`config.mk`:
```
export PLATFORM = sky130hd
export DESIGN_NAME = spec_reg_stack
export DESIGN_NICKNAME = d
export VERILOG_FILES = /design/src/rtl/spec_reg_pkg.sv /design/src/rtl/flag_lifo.sv /design/src/rtl/spec_reg_stack.sv
export SDC_FILE = /design/constraint.sdc
export NUM_CORES = 1
export LEC_CHECK = 0
export ABC_AREA = 1
export CAP_MARGIN = 40
export CELL_PAD_IN_SITES_DETAIL_PLACEMENT = 1
export CELL_PAD_IN_SITES_GLOBAL_PLACEMENT = 1
export CORE_MARGIN = 5
export CORE_UTILIZATION = 41
export CTS_BUF_LIST = sky130_fd_sc_hd__clkbuf_4 sky130_fd_sc_hd__clkbuf_8 sky130_fd_sc_hd__clkbuf_16
export CTS_CLUSTER_DIAMETER = 120
export DETAILED_ROUTE_END_ITERATION = 16
export HOLD_SLACK_MARGIN = 0.02
export PLACE_DENSITY = 0.93
export SYNTH_ARGS = -nofsm -noshare
export SYNTH_HDL_FRONTEND = slang
export SYNTH_SLANG_ARGS = --single-unit
```
`constraint.sdc`:
```
create_clock -name clock -period 3.1 [get_ports clock]
set_input_delay 0.31 -clock clock [delete_from_list [all_inputs] [get_ports clock]]
set_output_delay 0.31 -clock clock [all_outputs]
set_load 0.05 [all_outputs]
```
`src/rtl/spec_reg_pkg.sv`:
```
`default_nettype none
// spec_reg_pkg: command encodings, flag bit positions and helpers shared by
// the special-register flag stack and its saved-context LIFO.
package spec_reg_pkg;

  localparam int FLAG_W = 5;

  localparam int FLG_N = 4;
  localparam int FLG_Z = 3;
  localparam int FLG_C = 2;
  localparam int FLG_V = 1;
  localparam int FLG_M = 0;

  typedef logic [FLAG_W-1:0] flags_t;

  typedef enum logic [2:0] {
    UPD_HOLD   = 3'd0,
    UPD_BS     = 3'd1,
    UPD_ALU    = 3'd2,
    UPD_MOV    = 3'd3,
    UPD_OVF    = 3'd4,
    UPD_TRAP   = 3'd5,
    UPD_HALT   = 3'd6,
    UPD_RETURN = 3'd7
  } upd_mode_e;

  // Address width of a DEPTH-entry array; a single entry still needs one bit.
  function automatic int idx_width(input int depth);
    return (depth > 1) ? $clog2(depth) : 1;
  endfunction

endpackage
`default_nettype wire

```
`src/rtl/flag_lifo.sv`:
```
`default_nettype none
// flag_lifo: DEPTH-entry LIFO of saved flag vectors, updated on the falling
// clock edge. Pushes when full and pops when empty are refused.
module flag_lifo
  import spec_reg_pkg::*;
#(
  parameter int DEPTH = 4,
  parameter int CNT_W = $clog2(DEPTH + 1)
) (
  input  logic             clock,
  input  logic             reset,
  input  logic             push_i,
  input  logic             pop_i,
  input  flags_t           push_data_i,
  output flags_t           pop_data_o,
  output logic [CNT_W-1:0] depth_o,
  output logic             full_o,
  output logic             empty_o,
  output logic             push_ok_o,
  output logic             pop_ok_o
);

  localparam int IDX_W = idx_width(DEPTH);

  flags_t             mem_q [DEPTH];
  logic [CNT_W-1:0]   depth_q;
  logic [CNT_W-1:0]   depth_d;
  logic [IDX_W-1:0]   wr_idx;
  logic [IDX_W-1:0]   rd_idx;

  assign full_o    = (depth_q == CNT_W'(DEPTH));
  assign empty_o   = (depth_q == '0);
  assign push_ok_o = push_i & ~full_o;
  assign pop_ok_o  = pop_i & ~empty_o & ~push_i;

  // The top entry sits one below the occupancy count; modular arithmetic on
  // the low bits is exact because the count never exceeds DEPTH.
  assign wr_idx = depth_q[IDX_W-1:0];
  assign rd_idx = wr_idx - IDX_W'(1);

  assign pop_data_o = mem_q[rd_idx];
  assign depth_o    = depth_q;

  always_comb begin
    depth_d = depth_q;
    if (push_ok_o) begin
      depth_d = depth_q + CNT_W'(1);
    end else if (pop_ok_o) begin
      depth_d = depth_q - CNT_W'(1);
    end
  end

  always_ff @(negedge clock or posedge reset) begin
    if (reset) begin
      depth_q <= '0;
    end else begin
      depth_q <= depth_d;
    end
  end

  // Storage survives reset; only the occupancy count is cleared.
  always_ff @(negedge clock) begin
    if (push_ok_o) begin
      mem_q[wr_idx] <= push_data_i;
    end
  end

endmodule
`default_nettype wire

```
`src/rtl/spec_reg_stack.sv`:
```
`default_nettype none
// spec_reg_stack: N/Z/C/V/M special register with trap save/restore LIFO,
// direct load path and sticky stack-fault status. Updates on falling edge.
module spec_reg_stack
  import spec_reg_pkg::*;
#(
  parameter int             DEPTH       = 4,
  parameter logic [4:0]     RESET_FLAGS = 5'b00000
) (
  input  logic                         clock,
  input  logic                         reset,
  input  logic [2:0]                   update_mode,
  input  logic                         wr_en,
  input  logic [4:0]                   wr_data,
  input  logic                         alu_negative,
  input  logic                         alu_zero,
  input  logic                         alu_carry,
  input  logic                         alu_overflow,
  input  logic                         bs_negative,
  input  logic                         bs_zero,
  input  logic                         bs_carry,
  output logic                         negative_flag,
  output logic                         zero_flag,
  output logic                         carry_flag,
  output logic                         overflow_flag,
  output logic                         mode_flag,
  output logic [4:0]                   flags,
  output logic [$clog2(DEPTH+1)-1:0]   stack_depth,
  output logic                         stack_empty,
  output logic                         stack_full,
  output logic                         stack_fault
);

  localparam int CNT_W = $clog2(DEPTH + 1);

  flags_t           flags_q;
  flags_t           flags_d;
  logic             fault_q;
  logic             fault_d;
  logic             push_req;
  logic             pop_req;
  flags_t           pop_data;
  logic [CNT_W-1:0] lifo_depth;
  logic             lifo_full;
  logic             lifo_empty;
  logic             lifo_push_ok;
  logic             lifo_pop_ok;

  flag_lifo #(
    .DEPTH (DEPTH),
    .CNT_W (CNT_W)
  ) u_lifo (
    .clock       (clock),
    .reset       (reset),
    .push_i      (push_req),
    .pop_i       (pop_req),
    .push_data_i (flags_q),
    .pop_data_o  (pop_data),
    .depth_o     (lifo_depth),
    .full_o      (lifo_full),
    .empty_o     (lifo_empty),
    .push_ok_o   (lifo_push_ok),
    .pop_ok_o    (lifo_pop_ok)
  );

  // A direct write masks the command entirely, including any stack access.
  always_comb begin
    flags_d  = flags_q;
    push_req = 1'b0;
    pop_req  = 1'b0;
    if (wr_en) begin
      flags_d = wr_data;
    end else begin
      case (upd_mode_e'(update_mode))
        UPD_HOLD: ;
        UPD_BS: begin
          flags_d[FLG_N] = bs_negative;
          flags_d[FLG_Z] = bs_zero;
          flags_d[FLG_C] = bs_carry;
        end
        UPD_ALU: begin
          flags_d[FLG_N] = alu_negative;
          flags_d[FLG_Z] = alu_zero;
          flags_d[FLG_C] = alu_carry;
          flags_d[FLG_V] = alu_overflow;
        end
        UPD_MOV: begin
          flags_d[FLG_N] = alu_negative;
          flags_d[FLG_Z] = alu_zero;
        end
        UPD_OVF: begin
          flags_d[FLG_V] = alu_overflow;
        end
        UPD_TRAP: begin
          push_req = 1'b1;
          if (lifo_push_ok) begin
            flags_d[FLG_M] = 1'b1;
          end
        end
        UPD_HALT: begin
          flags_d = '1;
        end
        UPD_RETURN: begin
          pop_req = 1'b1;
          if (lifo_pop_ok) begin
            flags_d = pop_data;
          end
        end
        default: ;
      endcase
    end
  end

  assign fault_d = fault_q | (push_req & lifo_full) | (pop_req & lifo_empty);

  always_ff @(negedge clock or posedge reset) begin
    if (reset) begin
      flags_q <= RESET_FLAGS;
      fault_q <= 1'b0;
    end else begin
      flags_q <= flags_d;
      fault_q <= fault_d;
    end
  end

  assign flags         = flags_q;
  assign negative_flag = flags_q[FLG_N];
  assign zero_flag     = flags_q[FLG_Z];
  assign carry_flag    = flags_q[FLG_C];
  assign overflow_flag = flags_q[FLG_V];
  assign mode_flag     = flags_q[FLG_M];
  assign stack_depth   = lifo_depth;
  assign stack_empty   = lifo_empty;
  assign stack_full    = lifo_full;
  assign stack_fault   = fault_q;

endmodule
`default_nettype wire

```
---- Word level (Yosys, flattened, before mapping) ----
Memory sizes are Yosys's and may differ from the RTL's.
Index checks and enable logic that the tools add are counted.
storage, ports and cells
  flip-flop bits (word level) ............. 9
  RAM bits ................................ 20
  output and inout port bits .............. 16
  memories ................................ 1
memory list
  name          words  width  rd ports  clocked after memory_dff  write ports  line             text
  u_lifo.mem_q  4      5      1         0                         1            flag_lifo.sv:25  flags_t mem_q [DEPTH];
operators by class
  add/sub/neg operators ................... 3
  equal/unequal tests ..................... 10
  multiplexer cells ....................... 15
  bitwise logic cells ..................... 10
  reduce and logical (&&, ||, !) cells .... 12
operators with widths
  kind                   number
  $eq A3 B3 Y1 const B   5
  $mux W5                2
  $reduce_bool A5 Y1     2
  $pmux W2 S4            1
  $reduce_bool A4 Y1     2
  $mux W1                7
  $eq A3 B2 Y1 const B   2
  $mux W3                2
  $ne A3 B3 Y1 const B   2
  $pmux W1 S3            2
  $reduce_and A2 Y1      3
  $and A1 B1 Y1          5
  $pmux W1 S4            1
  $reduce_or A2 Y1       2
  $add A3 B1 Y3 const B  1
  $eq A3 B1 Y1 const B   1
  $logic_not A3 Y1       1
  $not A1 Y1             3
  $reduce_and A3 Y1      1
  $sub A3 B1 Y3 const B  1
  $or A1 B1 Y1           2
  $reduce_bool A2 Y1     1
  $sub A2 B1 Y2 const B  1

---- Longest topological paths before layout ----
  word-level depth ........................ 8
  gate-level depth with buffers ........... 11

---- Hierarchy ----
Synthesis repeated with hierarchy kept, for this count alone.
second synthesis, totals
  cell total of the unflattened synthesis .. 190
  area, all modules ....................... 1690.4 um^2
modules (own cells, without submodules)
  module          instances  cells each  area an instance (um^2)
  flag_lifo       1          92          1053.5
  spec_reg_stack  1          98          636.9

==> impl_results.md <==
- Total chip power: 0.002239 W
- Final non-filler cell total: 317
- Net Sw Frac: 48.04%
- Clock Power Share: 20.6%
- Kind of critical path: reg -> out
- Cell row count: 23
- Comb pwr share: 54.7%
- Post-layout util: 64.61%
- Post-synthesis sequential area ratio: 49.92%
- Setup slack after layout: -0.08381 ns
- Height of the die: 73.52 µm
- Starting Density: 41.95%
- Clock buffer count from CTS: 5
- Via count: 1722
- Die extent in x: 73.52 µm
- Reg2Reg Launch Point: u_lifo.depth_o[1]
- IO Count: 34
- Status: complete, but fails checks
- Worst Setup Start Kind: flip-flop
- Pwr Density: 878.9 nW/µm²
- Worst Path Max Fanout: 2
- Net Count, Synth: 211
- Pre-CTS WS: -0.3359 ns
- Leakage: 1.237 nW
- Die area: 5404 µm²
- Initial drt markers: 107
- Wirelength per Cell: 23.07 µm
- Crit path DAT: 2.87 ns
- Depth of the worst register-to-register path: 10
- VDD IR max: 659.9 µV
- First-pass DRT Iterations: 4
- Crit path capture: stack_full
- Vias in the first global route: 1937
- # diodes: 0
- Initial antenna violation count: 0
- NetSw: 0.001076 W
- Total track usage: 26.54%
- Worst Tran Pin Value: 0.3925 ns
- Buffers on Ports: 33
- CP Launch Point: u_lifo.depth_o[1]
- Total gr overflow: 0
- # nets final: 289
- CTS Root Cell: clkbuf_8
- Reg2Reg Setup Slack: 1.10 ns
- Post-CTS Hold Buffers: 0
- Synth Instances: 188
- CTS clk-pin slew, worst paths: 0.05 ns
- Reg-to-reg critical path endpoint: u_lifo.depth_o[2]
- Max-cap viol count: 0
- Final setup vio count: 3
- Hold path depth: 1
- Min-delay worst type: reg -> reg
- Clk sinks: 29
- Placed cell area: 2301 µm²
- Crit end category: output pin
- CTS H-Tree Depth: 2
- #FFs+latches synth: 29
- Worst-case clock buffer depth: 2
- CTS tree: yes
- Cells after DPL: 283
- Hold path startpoint: stack_fault
- Maximum number of pins on one net before global-route repair: 16
- Clock Latency Late Sink: 0.37 ns
- Yosys warnings: 0
- Final Hold Viols: 0
- Synth Cell Area: 1654 µm²
- Seq pwr share: 24.8%
- Vias per cell: 5.432
- Relative slew slack: 73.74%
- Area Overhead vs Synth: 54.01%
- RSZ-0062 raised after global routing: yes
- Failing checks: setup timing
- Core area: 3943 µm²
- Drt total wl: 7312 µm
- Power Internal: 0.001163 W
- First-pass GRT wire length: 10230 µm
- GP Congestion: 0.8546
- Final Cell Area: 2547 µm²
- Netlist cell types: 29
- Max Clock Skew: 0.07864 ns
- Mean Syn Cell Area: 8.798 µm²
- Worst endpoint required time: 2.79 ns
- Post-DRT Antenna Nets: 0
- Slew Viols, Final: 0
- DP HPWL: 3796 µm
- Proportion of layout cells with a drive suffix above 1: 28.46%
- # DRC: 0
-- registers in the layout, indices dropped and copies added, names as in the netlist --
name,cells
u_lifo.mem_q,20
flags,5
u_lifo.depth_o,3
stack_fault,1
-- worst min path at each step --
stage	to	slack [ns]
after CTS	stack_fault	0.50
after global placement	stack_fault	0.50
after floorplan	flags[1]	0.51
after global routing	stack_fault	0.54
after detailed placement	stack_fault	0.52
final	stack_fault	0.54
-- cells in the mapped netlist --
cell | count | share of area, %
ha_1 | 4 | 3.0
nand2_2 | 2 | 0.76
nand3_2 | 2 | 1.2
o211ai_1 | 1 | 0.45
o21ai_1 | 5 | 1.5
nand2_4 | 1 | 0.68
o22ai_1 | 2 | 0.76
inv_1 | 21 | 4.8
nand4_1 | 1 | 0.38
nor2_2 | 2 | 0.76
a21oi_1 | 2 | 0.61
dfrtn_1 | 9 | 14
buf_2 | 2 | 0.61
nor2_4 | 2 | 1.4
nand3_4 | 1 | 1.1
or2_0 | 1 | 0.38
nand3b_1 | 2 | 0.91
buf_4 | 6 | 2.7
nand3_1 | 14 | 4.2
inv_2 | 2 | 0.45
o21ai_0 | 1 | 0.30
buf_6 | 2 | 1.4
nor2_1 | 15 | 3.4
nand2_1 | 64 | 15
nand4_4 | 1 | 1.3
xor2_2 | 1 | 0.98
fa_1 | 1 | 1.2
edfxtp_1 | 20 | 36
or2_1 | 1 | 0.38
-- placed cells by master (no fill, tap or decap), types with 2 or more instances in the layout --
master,n
inv_2,5
buf_8,2
nor2_4,4
clkdlybuf4s50_1,13
a21oi_1,2
dlygate4sd2_1,3
buf_6,3
nor2_1,14
ha_1,3
edfxtp_1,20
clkinvlp_2,2
clkbuf_8,5
dfrtn_1,9
buf_12,14
buf_4,26
nand3_1,14
nand2_2,3
o21ai_1,6
nand2_4,2
nand2_1,62
nand3_2,2
inv_1,36
o22ai_1,2
nand3b_1,2
-- per-layer routing --
| layer | vias to the layer above | GRT usage [%] | wire [µm] |
|---|---|---|---|
| li1 | 747 | - | - |
| met1 | 838 | 27.93 | 2603 |
| met2 | 101 | 46.56 | 3776 |
| met3 | 36 | 8.071 | 574 |
| met4 | 0 | 14.89 | 357 |
| met5 | - | 0 | 0 |
-- power groups by stage --
stage / Combinational [W] / Sequential, W / Clock (W)
after floorplan: 0.000490 / 0.000668 / 0.0000407
after global placement: 0.000980 / 0.000551 / 0.0000407
after detailed placement: 0.00103 / 0.000556 / 0.0000407
after CTS: 0.00113 / 0.000552 / 0.000448
after global routing: 0.00129 / 0.000560 / 0.000502
final: 0.00122 / 0.000555 / 0.000460
-- area by class of cell --
cell class,count,area (µm²)
Clock inverter,23,93.84
Fill cell,429,1395
Inverter,22,86.33
Timing Repair Buffer,62,708.2
Multi-Input combinational cell,126,701.9
Sequential cell,29,825.8
Tap cell,50,62.56
Clock buffer,5,68.82
-- kinds of logic (layout without fill, tap and decap cells) --
| family | after synthesis | after routing | synth area share, % |
|---|---|---|---|
| adder cells (fa/ha/maj) | 5 | 5 | 4.236 |
| flip-flops | 29 | 29 | 49.92 |
| XOR/XNOR | 1 | 1 | 0.9836 |
| buffers and inverters | 33 | 112 | 9.909 |
| AND/OR/NAND/NOR | 109 | 109 | 31.32 |
| AO/OA/AOI/OAI | 11 | 11 | 3.630 |
-- through the flow --
stage                     hold slack [ns]  setup TNS, ns
after floorplan                    0.5136        -0.4364
after global placement             0.5031         -5.425
after detailed placement           0.5194         -6.397
after CTS                          0.5045        -0.1137
after global routing               0.5400        -0.2530
final                              0.5367        -0.1648
-- repair_timing --
| item | 4_1_cts | 5_1_grt |
|---|---|---|
| endpoints found under the setup margin | 6 | 5 |
| buffers inserted | 2 | 5 |
| pin swaps | 2 | 4 |
| resized for setup | 15 | 2 |
-- critical path, cell delays in order (launching register included) --
cell and delay [ns]:
dfrtn_1 0.44, inv_2 0.07, ha_4 0.18, nand2_4 0.08, clkinvlp_4 0.10, buf_8 0.15
Note: power is estimated with default switching activity, not from simulation.
==> variant: new RTL, config.mk and constraints unchanged <==
`DEPTH` is set to 4 in 2 places; all go to 8.
--- a/src/rtl/flag_lifo.sv
+++ b/src/rtl/flag_lifo.sv
@@ -6,3 +6,3 @@
 #(
-  parameter int DEPTH = 4,
+  parameter int DEPTH = 8,
   parameter int CNT_W = $clog2(DEPTH + 1)
--- a/src/rtl/spec_reg_stack.sv
+++ b/src/rtl/spec_reg_stack.sv
@@ -6,3 +6,3 @@
 #(
-  parameter int             DEPTH       = 4,
+  parameter int             DEPTH       = 8,
   parameter logic [4:0]     RESET_FLAGS = 5'b00000
Interface: changed (resized stack_depth); port bits go from 34 to 35. No check against the original RTL was run, so the function may have changed too.
==> variant against the original RTL <==
Critical endpoint is now stack_empty. Synthesized area rose by 58%. Count of clock-buffer cells in the layout stayed put. Die area grew 49%. Cell area is 50% higher. Routed wire length rose by 68%. Global-route usage up 0.68 points. Non-clock buffer count up 14. Largest cell class unchanged. Setup slack worse by 0.10 ns. Total power up 64%. Sequential cell count rose by 21. Largest power group unchanged. The run still ends with negative setup slack left.
==> variant: results (changes against the original RTL) <==
| Metric | Value |
|---|---|
| Clk_skew | `0.117 ns (+0.0383 ns)` |
| Status | `finished, violations left` |
| Setup TNS | `-0.472 ns (-0.308 ns)` |
| Post-placement cell area | `3380 um^2 (+47%)` |
| Final setup margin | `-0.187 ns (-0.103 ns)` |
| Vias in the first global route | `2956 (+53%)` |
| Maximum VDD drop | `0.000889 V (+35%)` |
| Failing checks | `negative setup slack` |
| Largest register FFs | `40 (+100%)` |
| Number of synthesized flops with an enable pin | `40 (+100%)` |
| Arrival time worst endpoint | `2.98 ns (+0.11 ns)` |
| Pin count of the biggest net entering global routing | `25 (+9)` |
| Synthesized area per cell | `9.19 um^2 (+4.4%)` |
| Max incr delay on CP | `0.40 ns (-0.04 ns)` |
| Crit path max fanout | `3 (+1)` |
| Ratio of cells with drive above 1 in the final layout | `26.3% (-2.1 points)` |
| Synth top area cells | `edfxtp_1, nand2_1, dfrtn_1` |
| Routed length per instance | `26.0 um (+13%)` |
| Area fraction of the dominant cell type after synthesis | `46.0% (+9.7 points)` |
| Sequential share of the synthesized area | `55.6% (+5.7 points)` |
| Cell-internal power | `0.00186 W (+60%)` |
| HPWL after DPL | `6180 um (+63%)` |
| Setup-failing EPs final | `4 (+1)` |
| Buffers added on ports | `34 (+3.0%)` |
| Mapped Nets | `306 (+45%)` |
| Synth unique cells | `30 (+3.4%)` |
| Async SR Flop Fraction | `20.0% (-11 points)` |
| Routability Congestion | `0.838 (-1.9%)` |
## variant: changes by cell type in the layout (fill, tap and decap cells not counted), moves of 4 or more
| cell | before | now |
|---|---|---|
| buf_4 | 26 | 41 |
| nand3_1 | 14 | 37 |
| inv_1 | 36 | 73 |
| clkbuf_2 | 0 | 4 |
| nand2_1 | 62 | 82 |
| edfxtp_1 | 20 | 40 |
| o21ai_1 | 6 | 1 |
## variant: stage by stage
step                      setup slack (ns)  utilization, %
final                               -0.187            60.8
after global routing                -0.217            60.8
after global placement              -0.518            53.8
after detailed placement            -0.661            53.8
after CTS                          -0.0973            59.2
after floorplan                     -0.267               -
## variant: path summary, 6_finish.rpt
| check | endpoint | slack (ns) | cells past startpoint |
|---|---|---|---|
| setup / recovery | stack_empty | -0.19 | 5 |
| hold / removal | stack_fault | 0.57 | 1 |
| setup reg to reg | u_lifo.depth_o[3] | 0.77 | 13 |
| hold reg to reg | stack_fault | 0.57 | 1 |
| max in group asynchronous | flags[4] | 0.99 | 2 |
| min in group asynchronous | u_lifo.depth_o[2] | 1.75 | 2 |
## variant: per-layer routing
metal	wire length, um	part of all wire, %	global-route usage, %	up-vias
li1	-	-	-	1126
met1	4400	36	27.9	1318
met2	6260	51	47.1	167
met3	826	6.7	6.59	65
met4	785	6.4	21.0	0
met5	0	0	0	-
## variant: final cells by class
type	instances	share of cell area (%)
inverters	41	4.26
clock inverters	43	5.25
well taps	77	2.52
flip-flops and latches	50	38.0
repair buffers	76	21.3
clock buffers	5	1.80
multi-input cells	180	26.8
## variant: power groups by stage
stage | clock (W) | combinational (W) | sequential [W]
3_5_place_dp | 0.0000792 | 0.00160 | 0.000892
5_1_grt | 0.000898 | 0.00204 | 0.000878
3_3_place_gp | 0.0000792 | 0.00151 | 0.000884
4_1_cts | 0.000732 | 0.00175 | 0.000877
6_report | 0.000821 | 0.00197 | 0.000875
2_1_floorplan | 0.0000792 | 0.000793 | 0.00104
## variant: timing repair
action | CTS | global route
setup buffers | 9 | 5
resized for setup | 9 | 23
pin swaps | 5 | 9
cloned | 0 | 0
setup endpoints to repair | 54 | 29
## variant: logic make-up (layout without fill, tap and decap cells)
kind of cell / after synthesis / after routing / synth area share (%)
and+or+nand+nor: 158 / 158 / 27.6
xor gates and xnor gates: 4 / 4 / 1.34
buffers and inverters: 54 / 165 / 9.21
AOI/OAI and AO/OA: 14 / 14 / 3.98
adders and majority gates: 4 / 4 / 2.21
DFF: 50 / 50 / 55.6
